[src/rtl/lx32_arch_pkg.sv]
// LX32 architectural constants and shared types for the register file and
// its pending-write scoreboard.
package lx32_arch_pkg;
  localparam int XLEN           = 32;
  localparam int REG_COUNT      = 32;
  localparam int REG_ADDR_WIDTH = $clog2(REG_COUNT);
  localparam int NUM_RD_DEFAULT = 2;

  typedef logic [REG_ADDR_WIDTH-1:0] reg_idx_t;
  typedef logic [XLEN-1:0]           data_t;
  typedef logic [REG_COUNT-1:0]      pend_vec_t;
  typedef logic [REG_ADDR_WIDTH:0]   pend_cnt_t;
endpackage

[src/rtl/lx32_scoreboard.sv]
// Per-register pending-write tracker. Flush beats issue, issue beats a
// same-register writeback; the pending count is kept incrementally.
module lx32_scoreboard
  import lx32_arch_pkg::*;
#(
  parameter int REG_COUNT = lx32_arch_pkg::REG_COUNT,
  localparam int AW = $clog2(REG_COUNT)
) (
  input  logic                 clk,
  input  logic                 rst,
  input  logic                 issue_en_i,
  input  logic [AW-1:0]        issue_addr_i,
  input  logic                 wr_en_i,
  input  logic [AW-1:0]        wr_addr_i,
  input  logic                 flush_i,
  output logic [REG_COUNT-1:0] pend_o,
  output logic [AW:0]          pend_cnt_o
);

  logic [REG_COUNT-1:0] pend_q, pend_d;
  logic [AW:0]          cnt_q, cnt_d;
  logic                 set_hit, clr_hit, inc, dec;

  assign set_hit = issue_en_i && (issue_addr_i != '0);
  // A same-cycle issue to the writeback target is a newer producer, so the
  // writeback must not clear its mark.
  assign clr_hit = wr_en_i && (wr_addr_i != '0) &&
                   !(set_hit && (issue_addr_i == wr_addr_i));

  always_comb begin
    pend_d = pend_q;
    cnt_d  = cnt_q;
    inc    = 1'b0;
    dec    = 1'b0;
    if (flush_i) begin
      pend_d = '0;
      cnt_d  = '0;
    end else begin
      if (set_hit) begin
        pend_d[issue_addr_i] = 1'b1;
        inc = !pend_q[issue_addr_i];
      end
      if (clr_hit) begin
        pend_d[wr_addr_i] = 1'b0;
        dec = pend_q[wr_addr_i];
      end
      cnt_d = cnt_q + {{AW{1'b0}}, inc} - {{AW{1'b0}}, dec};
    end
  end

  always_ff @(posedge clk or posedge rst) begin
    if (rst) begin
      pend_q <= '0;
      cnt_q  <= '0;
    end else begin
      pend_q <= pend_d;
      cnt_q  <= cnt_d;
    end
  end

  assign pend_o     = pend_q;
  assign pend_cnt_o = cnt_q;

endmodule

[src/rtl/lx32_regfile_sb.sv]
// LX32 register file: NUM_RD combinational read ports, optional write-to-read
// bypass and optional pending-write scoreboard. x0 is hardwired to zero.
module lx32_regfile_sb
  import lx32_arch_pkg::*;
#(
  parameter int XLEN       = lx32_arch_pkg::XLEN,
  parameter int REG_COUNT  = lx32_arch_pkg::REG_COUNT,
  parameter int NUM_RD     = lx32_arch_pkg::NUM_RD_DEFAULT,
  parameter int BYPASS     = 1,
  parameter int SCOREBOARD = 1,
  localparam int AW = $clog2(REG_COUNT)
) (
  input  logic                   clk,
  input  logic                   rst,
  input  logic [NUM_RD*AW-1:0]   rd_addr_i,
  output logic [NUM_RD*XLEN-1:0] rd_data_o,
  output logic [NUM_RD-1:0]      rd_busy_o,
  input  logic                   wr_en_i,
  input  logic [AW-1:0]          wr_addr_i,
  input  logic [XLEN-1:0]        wr_data_i,
  input  logic                   issue_en_i,
  input  logic [AW-1:0]          issue_addr_i,
  input  logic                   flush_i,
  output logic [AW:0]            pend_cnt_o
);

  logic [XLEN-1:0]      regs_q [REG_COUNT];
  logic [REG_COUNT-1:0] pend;

  always_ff @(posedge clk or posedge rst) begin
    if (rst) begin
      for (int i = 0; i < REG_COUNT; i++) regs_q[i] <= '0;
    end else if (wr_en_i && (wr_addr_i != '0)) begin
      regs_q[wr_addr_i] <= wr_data_i;
    end
  end

  generate
    if (SCOREBOARD != 0) begin : g_sb
      lx32_scoreboard #(.REG_COUNT(REG_COUNT)) u_sb (
        .clk         (clk),
        .rst         (rst),
        .issue_en_i  (issue_en_i),
        .issue_addr_i(issue_addr_i),
        .wr_en_i     (wr_en_i),
        .wr_addr_i   (wr_addr_i),
        .flush_i     (flush_i),
        .pend_o      (pend),
        .pend_cnt_o  (pend_cnt_o)
      );
    end else begin : g_no_sb
      assign pend       = '0;
      assign pend_cnt_o = '0;
    end
  endgenerate

  generate
    for (genvar k = 0; k < NUM_RD; k++) begin : g_rd
      logic [AW-1:0] addr;
      logic          hit;
      assign addr = rd_addr_i[k*AW +: AW];
      // Forwarding is suppressed under reset so outputs drop to zero at once.
      assign hit  = (BYPASS != 0) && !rst && wr_en_i &&
                    (wr_addr_i == addr) && (addr != '0);
      assign rd_data_o[k*XLEN +: XLEN] = (addr == '0) ? '0 :
                                         hit ? wr_data_i : regs_q[addr];
      assign rd_busy_o[k] = (addr != '0) && pend[addr] && !hit;
    end
  endgenerate

endmodule

[config.mk]
export PLATFORM = sky130hd
export DESIGN_NAME = lx32_regfile_sb
export DESIGN_NICKNAME = d
export VERILOG_FILES = /design/src/rtl/lx32_arch_pkg.sv /design/src/rtl/lx32_scoreboard.sv /design/src/rtl/lx32_regfile_sb.sv
export SDC_FILE = /design/constraint.sdc
export NUM_CORES = 2
export LEC_CHECK = 0
export BUFFER_PORTS_ARGS = -buffer_cell sky130_fd_sc_hd__buf_2
export CAP_MARGIN = 20
export CORE_UTILIZATION = 55
export DETAILED_ROUTE_END_ITERATION = 10
export GPL_TIMING_DRIVEN = 0
export PLACE_DENSITY = 0.71
export SLEW_MARGIN = 5
export SYNTH_ARGS = -nofsm -noshare
export SYNTH_HDL_FRONTEND = slang
export SYNTH_SLANG_ARGS = --single-unit
[constraint.sdc]
create_clock -name clk -period 52.9 [get_ports clk]
set_input_delay 5.29 -clock clk [delete_from_list [all_inputs] [get_ports clk]]
set_output_delay 5.29 -clock clk [all_outputs]
set_load 0.05 [all_outputs]
### After elaboration in Yosys (flattened, before gate mapping)

Index checks and enable logic that the tools add are counted.

* add/subtract/negate cells: 2
* magnitude comparators: 10
* eq/ne operators: 3
* muxes and demuxes: 34
* bitwise gates (word level): 6
* reduce and logical (&&, ||, !) cells: 27

Operators by type and width (count)
* bitwise mux 1024 bit: 1
* 2-to-1 mux 32 bit: 13
* binary-select mux 32 bit (select 5 bit): 2
* demux 32 bit (select 5 bit): 1
* bitwise AND 32 bit: 1
* inverter 32 bit: 1
* bitwise OR 32 bit: 1
* less-than comparator 5 x 6 -> 1 bit, second input constant: 4
* binary-select mux 1 bit (select 5 bit): 4
* nonzero test 5 bit: 4
* greater-or-equal comparator 6 bit, second input constant: 3
* inverter 5 -> 6 bit: 3
* logical AND 1 bit: 16
* == test 5 bit: 3
* demux 1 bit (select 5 bit): 2
* greater-or-equal comparator 5 x 1 -> 1 bit, second input constant: 2
* zero test 5 bit: 2
* 2-to-1 mux 1 bit: 10
* adder 6 x 1 -> 6 bit: 1
* less-than comparator 6 x 1 -> 1 bit, second input constant: 1
* 2-to-1 mux 6 bit: 1
* subtractor 6 x 1 -> 6 bit: 1
* zero test 1 bit: 5

* flip-flop bits (word level): 1062
* bits of input ports: 57

### Logic depth before layout (Yosys ltp)

* depth in word-level cells: 10
* mapped depth: 16
* depth with buffers taken out: 14

### Cells and area by module

Synthesis repeated with hierarchy kept, for this count alone.

* cell total of the unflattened synthesis: 4246
* area total of the unflattened synthesis: 58766.4 um^2

Modules (own cells, without submodules)
* lx32_regfile_sb: times used 1, cells an instance 3987, area each 56113.8 um^2
* lx32_scoreboard: times used 1, cells an instance 259, area each 2652.5 um^2

### Least setup slack after synthesis

Ideal clock, no wire load.

* path type: input port to output port
* start: input port rst
* end: output port rd_data_o[63]
* data arrival time: 31064 ps
* required time: 47610 ps
* setup slack: 16546 ps
* stages on the path: 6
* buffers on the path: 1
* path through: inv_1 and3_1 and3_1 buf_2 a211oi_1 a211oi_1

* word-level cells in the longest chain between the ends: 6

Ends and longest elaborated chain
* from (decl): line lx32_regfile_sb.sv:14 `input logic rst,`
* zero test 1 bit (no source line)
* logical AND 1 bit (2 in series): line lx32_regfile_sb.sv:63 `assign hit = (BYPASS != 0) && !rst && wr_en_i &&`
* logical AND 1 bit: line lx32_regfile_sb.sv:64 `(wr_addr_i == addr) && (addr != '0);`
* 2-to-1 mux 32 bit: line lx32_regfile_sb.sv:66 `hit ? wr_data_i : regs_q[addr];`
* 2-to-1 mux 32 bit: line lx32_regfile_sb.sv:65 `assign rd_data_o[k*XLEN +: XLEN] = (addr == '0) ? '0 :`
* to (decl): line lx32_regfile_sb.sv:16 `output logic [NUM_RD*XLEN-1:0] rd_data_o,`

No other way between the ends.

### Worst setup path in the final report

* start: input port rd_addr_i[4]
* end: output port rd_data_o[29]

* word-level cells in the longest chain between the ends: 6
* elaborated cells between the ends (all ways): 11
* classes of those cells: eq/ne: 1; mux: 5; bitwise: 1; reduce/logical: 4

Ends and longest elaborated chain
* from (decl): line lx32_regfile_sb.sv:15 `input logic [NUM_RD*AW-1:0] rd_addr_i,`
* inverter 5 -> 6 bit (not written as such): line lx32_regfile_sb.sv:66
* binary-select mux 32 bit (select 5 bit): line lx32_regfile_sb.sv:66
* 2-to-1 mux 32 bit (not written as such) (2 in series): line lx32_regfile_sb.sv:66
* 2-to-1 mux 32 bit: line lx32_regfile_sb.sv:66
* 2-to-1 mux 32 bit (*): line lx32_regfile_sb.sv:65

Every way passes the cells marked *; elsewhere a longest branch is shown, timed or not. The select of a mux whose other input is x is not followed.

==> summary.txt <==
Critical path
  • Largest delay share family, worst path: simple AND/OR/NAND/NOR gates
  • Critical Path End: rd_data_o[29]
  • Crit. Startpoint: rd_addr_i[4]
  • Crit. End Element: output port
  • R2R setup slack: 49.45 ns
  • Crit-path most repeated cell: buf_2
  • Slowest CP cell: nor2_2
  • Crit Path Max Fanout: 10
  • Number of buffer and inverter stages on the critical path: 4
  • Critical Path RT: 47.61 ns
  • WP data arrival: approximately 9.1 ns
  • Levels on crit path: 9
  • R2R Path Start: g_sb.u_sb.pend_o[27]
  • Crit-path max cell delay: 0.86 ns
  • Reg2reg path depth: 12
  • Critical-path cell list: buf_2, buf_2, nand2_1, nor2_2, buf_2, a22oi_1, and3_1, a21oi_1, buf_2
  • Crit Path Category: in -> out
  • FF-to-FF End: g_sb.u_sb.pend_cnt_o[5]
  • Worst setup SP type: primary input

Global routing
  • Largest net degree at the start of global routing: 117
  • Vias in the first global route: 42000
  • Antenna violations before repair: 11
  • Wire length of the first global-routing pass: a little over 300000 um
  • Gr usage total: 40.7%
  • Total grt overflow: 0

Timing
  • Tightest Pin Transition: roughly 1.4 ns
  • Max Fclk: 69.5 MHz
  • Period Utilization, post-route: 27.2%
  • Slew headroom: 9.40%
  • Final worst slack: between 30 and 40 ns
  • Final Skew: around 0.012 ns
  • Final hold vios: 0
  • Post-route minimum period: 14.38 ns
  • TNS Setup: 0 ns
  • RSZ-0062 raised after global routing: false
  • Pins Over Slew Limit: 0
  • Final setup viols: 0

Yosys
  • Yosys top cell area share: between 40% and 50%
  • Synthesized netlist cell count: between 3000 and 4000
  • Top FF cell, synth: dfrtp_1
  • Ys async rst share: 100%
  • Post-synth top area cell: dfrtp_1
  • Synth cell count leaders: dfrtp_1 (1062), mux2_2 (1027), mux4_2 (522)
  • Distinct cell type count after synthesis: 59
  • Net count after synthesis: 4014
  • Synthesized cell area: 0.0583 mm2
  • Seq/Total Area, Yosys: 45.6%
  • Ys Warns: 0
  • Post-synth EDFFs: 0
  • Synth top area cells: dfrtp_1 (46%), mux4_2 (20%), mux2_2 (20%), mux2i_1 (1.8%), buf_2 (1.6%)
  • Post-synthesis register bit count: roughly 1100
  • Syn avg cell area: about 15 um2
  • Cell with the most instances after synthesis: dfrtp_1

Clock tree
  • CTS Hold Bufs: 0
  • Post-CTS setup buffer count: 0
  • Cts bufs inserted: 114
  • CTS Root Buffer Type: clkbuf_16
  • CTS tree: built
  • Post-cts gate resize count: 0
  • H-tree depth: 3
  • Clock sink count: 1062
  • Clk slew on worst S/H paths: 0.06 ns
  • Clk Latency, worst-skew pair: 0.73 ns
  • Clk buf depth: 3

Placed design
  • Detailed placer's ending HPWL: 150000 um
  • Dpl ws: 38.60 ns
  • Gpl congestion: between 0.9 and 1
  • Cell Area, Placed: 0.0611 mm2
  • IO buf count: 116
  • Placed Cells: 5478

Drt
  • Routed Antenna Nets: 0
  • DRT iter0 DRCs: 5289
  • DRC: 0
  • Routed vias: 41500
  • Drt first pass iters: 8
  • Avg Vias per Cell: 7.27
  • Drt total wl: 215000 um
  • Drt wl/cell: 37.7 um

Power
  • Pwr dens: 38.3 mW/mm2
  • Static Leak: 28.5 nW
  • Worst vdd ir: just under 0.00003 V

Min path
  • Hold crit path type: reg -> reg

Finish
  • Fill cell count: between 8000 and 9000
  • FF+latch area: between 0.02 and 0.03 mm2
  • Final net count: approximately 4300
  • Area grow syn2layout: 11.7%
  • Fin cells: 5703
  • Cell area after layout: 0.0651 mm2
  • Multi-input logic area: approximately 0.030 mm2
  • Layout cells sized above 1: between 50 and 60%

Outcome
  • Status: complete, no violations

Floorplan
  • Die area: between 0.1 and 0.15 mm2
  • Row count: 119
  • Initial Utilization: 55.4%
  • DIE HEIGHT: 328 um
  • Top-level I/O count: roughly 130
  • Die W: 328 um
  • Core Area: 0.105 mm2

Run
  • Count of max-cap constraint violations: 0
[per-layer routing]
layer,global-route usage (%),share of wire [%],vias up,wire length (um)
met5,0,0.033,-,70
met4,27.8,8.1,12,17500
met3,14.0,12,825,26500
met2,58.7,44,3088,93700
met1,52.0,36,21800,77300
li1,-,-,15800,-
[layout by cell type, fill, tap and decap left out, drive strengths merged, types with 27 or more instances in the layout]
cell / n
and3: 34
o22ai: 37
o211ai: 50
mux4: 522
mux2i: 107
a22oi: 54
o21ai: 36
nand3: 59
dfrtp: 1062
clkbuf: 382
buf: 386
a21oi: 72
mux2: 1087
nand2: 103
nor2: 64
o22a: 27
[area by class of cell]
class	count	area share, %
Clock buffer	169	5.22
Inverter	16	0.104
Sequential cell	1062	40.8
Antenna cell	7	0.0269
Timing Repair Buffer	144	1.72
Tap cell	1391	2.67
Multi-Input combinational cell	2417	45.3
Buffer	455	3.33
Clock inverter	42	0.812
[sequential cells by signal, summed over array words and instances (netlist names)]
register	cells
g_sb.u_sb.pend_o	32
regs_q	1024
g_sb.u_sb.pend_cnt_o	6
[worst min path at each step]
| stage | start | endpoint | slack [ns] | cells after the start |
|---|---|---|---|---|
| after floorplan | regs_q[1000] | regs_q[1000] | 0.44 | 1 |
| after global placement | regs_q[1023] | regs_q[1023] | 0.45 | 1 |
| after detailed placement | regs_q[1006] | regs_q[1006] | 0.47 | 1 |
| after CTS | regs_q[1006] | regs_q[1006] | 0.48 | 1 |
| after global routing | regs_q[1006] | regs_q[1006] | 0.49 | 1 |
| final | regs_q[1006] | regs_q[1006] | 0.48 | 1 |
[where the power goes]
group	switching (mW)	internal (mW)	leakage [nW]
logic	0.268	0.303	12.9
registers	0.115	0.963	13.7
clock network	0.357	0.489	1.90
[cells by family (layout without fill, tap and decap cells)]
logic type               Yosys count  after routing  synth area share, %
AO/OA/AOI/OAI                    334            334                 3.90
XOR/XNOR                          19             19                0.285
adder cells (fa/ha/maj)            7              7                0.163
buffers and inverters            471            826                 3.82
flip-flops                      1062           1062                 45.6
multiplexers                    1716           1716                 43.4
other                              0              7                    0
AND/OR/NAND/NOR                  341            341                 2.90
[through the flow]
stage	utilization, %	total power, mW	hold slack (ns)
final	61.9	2.49	0.477
after floorplan	-	1.48	0.441
after global routing	61.9	2.57	0.491
after global placement	57.6	1.62	0.453
after CTS	61.8	2.48	0.483
after detailed placement	58.0	1.65	0.466
No activity file was read; power rests on OpenSTA's default activity.
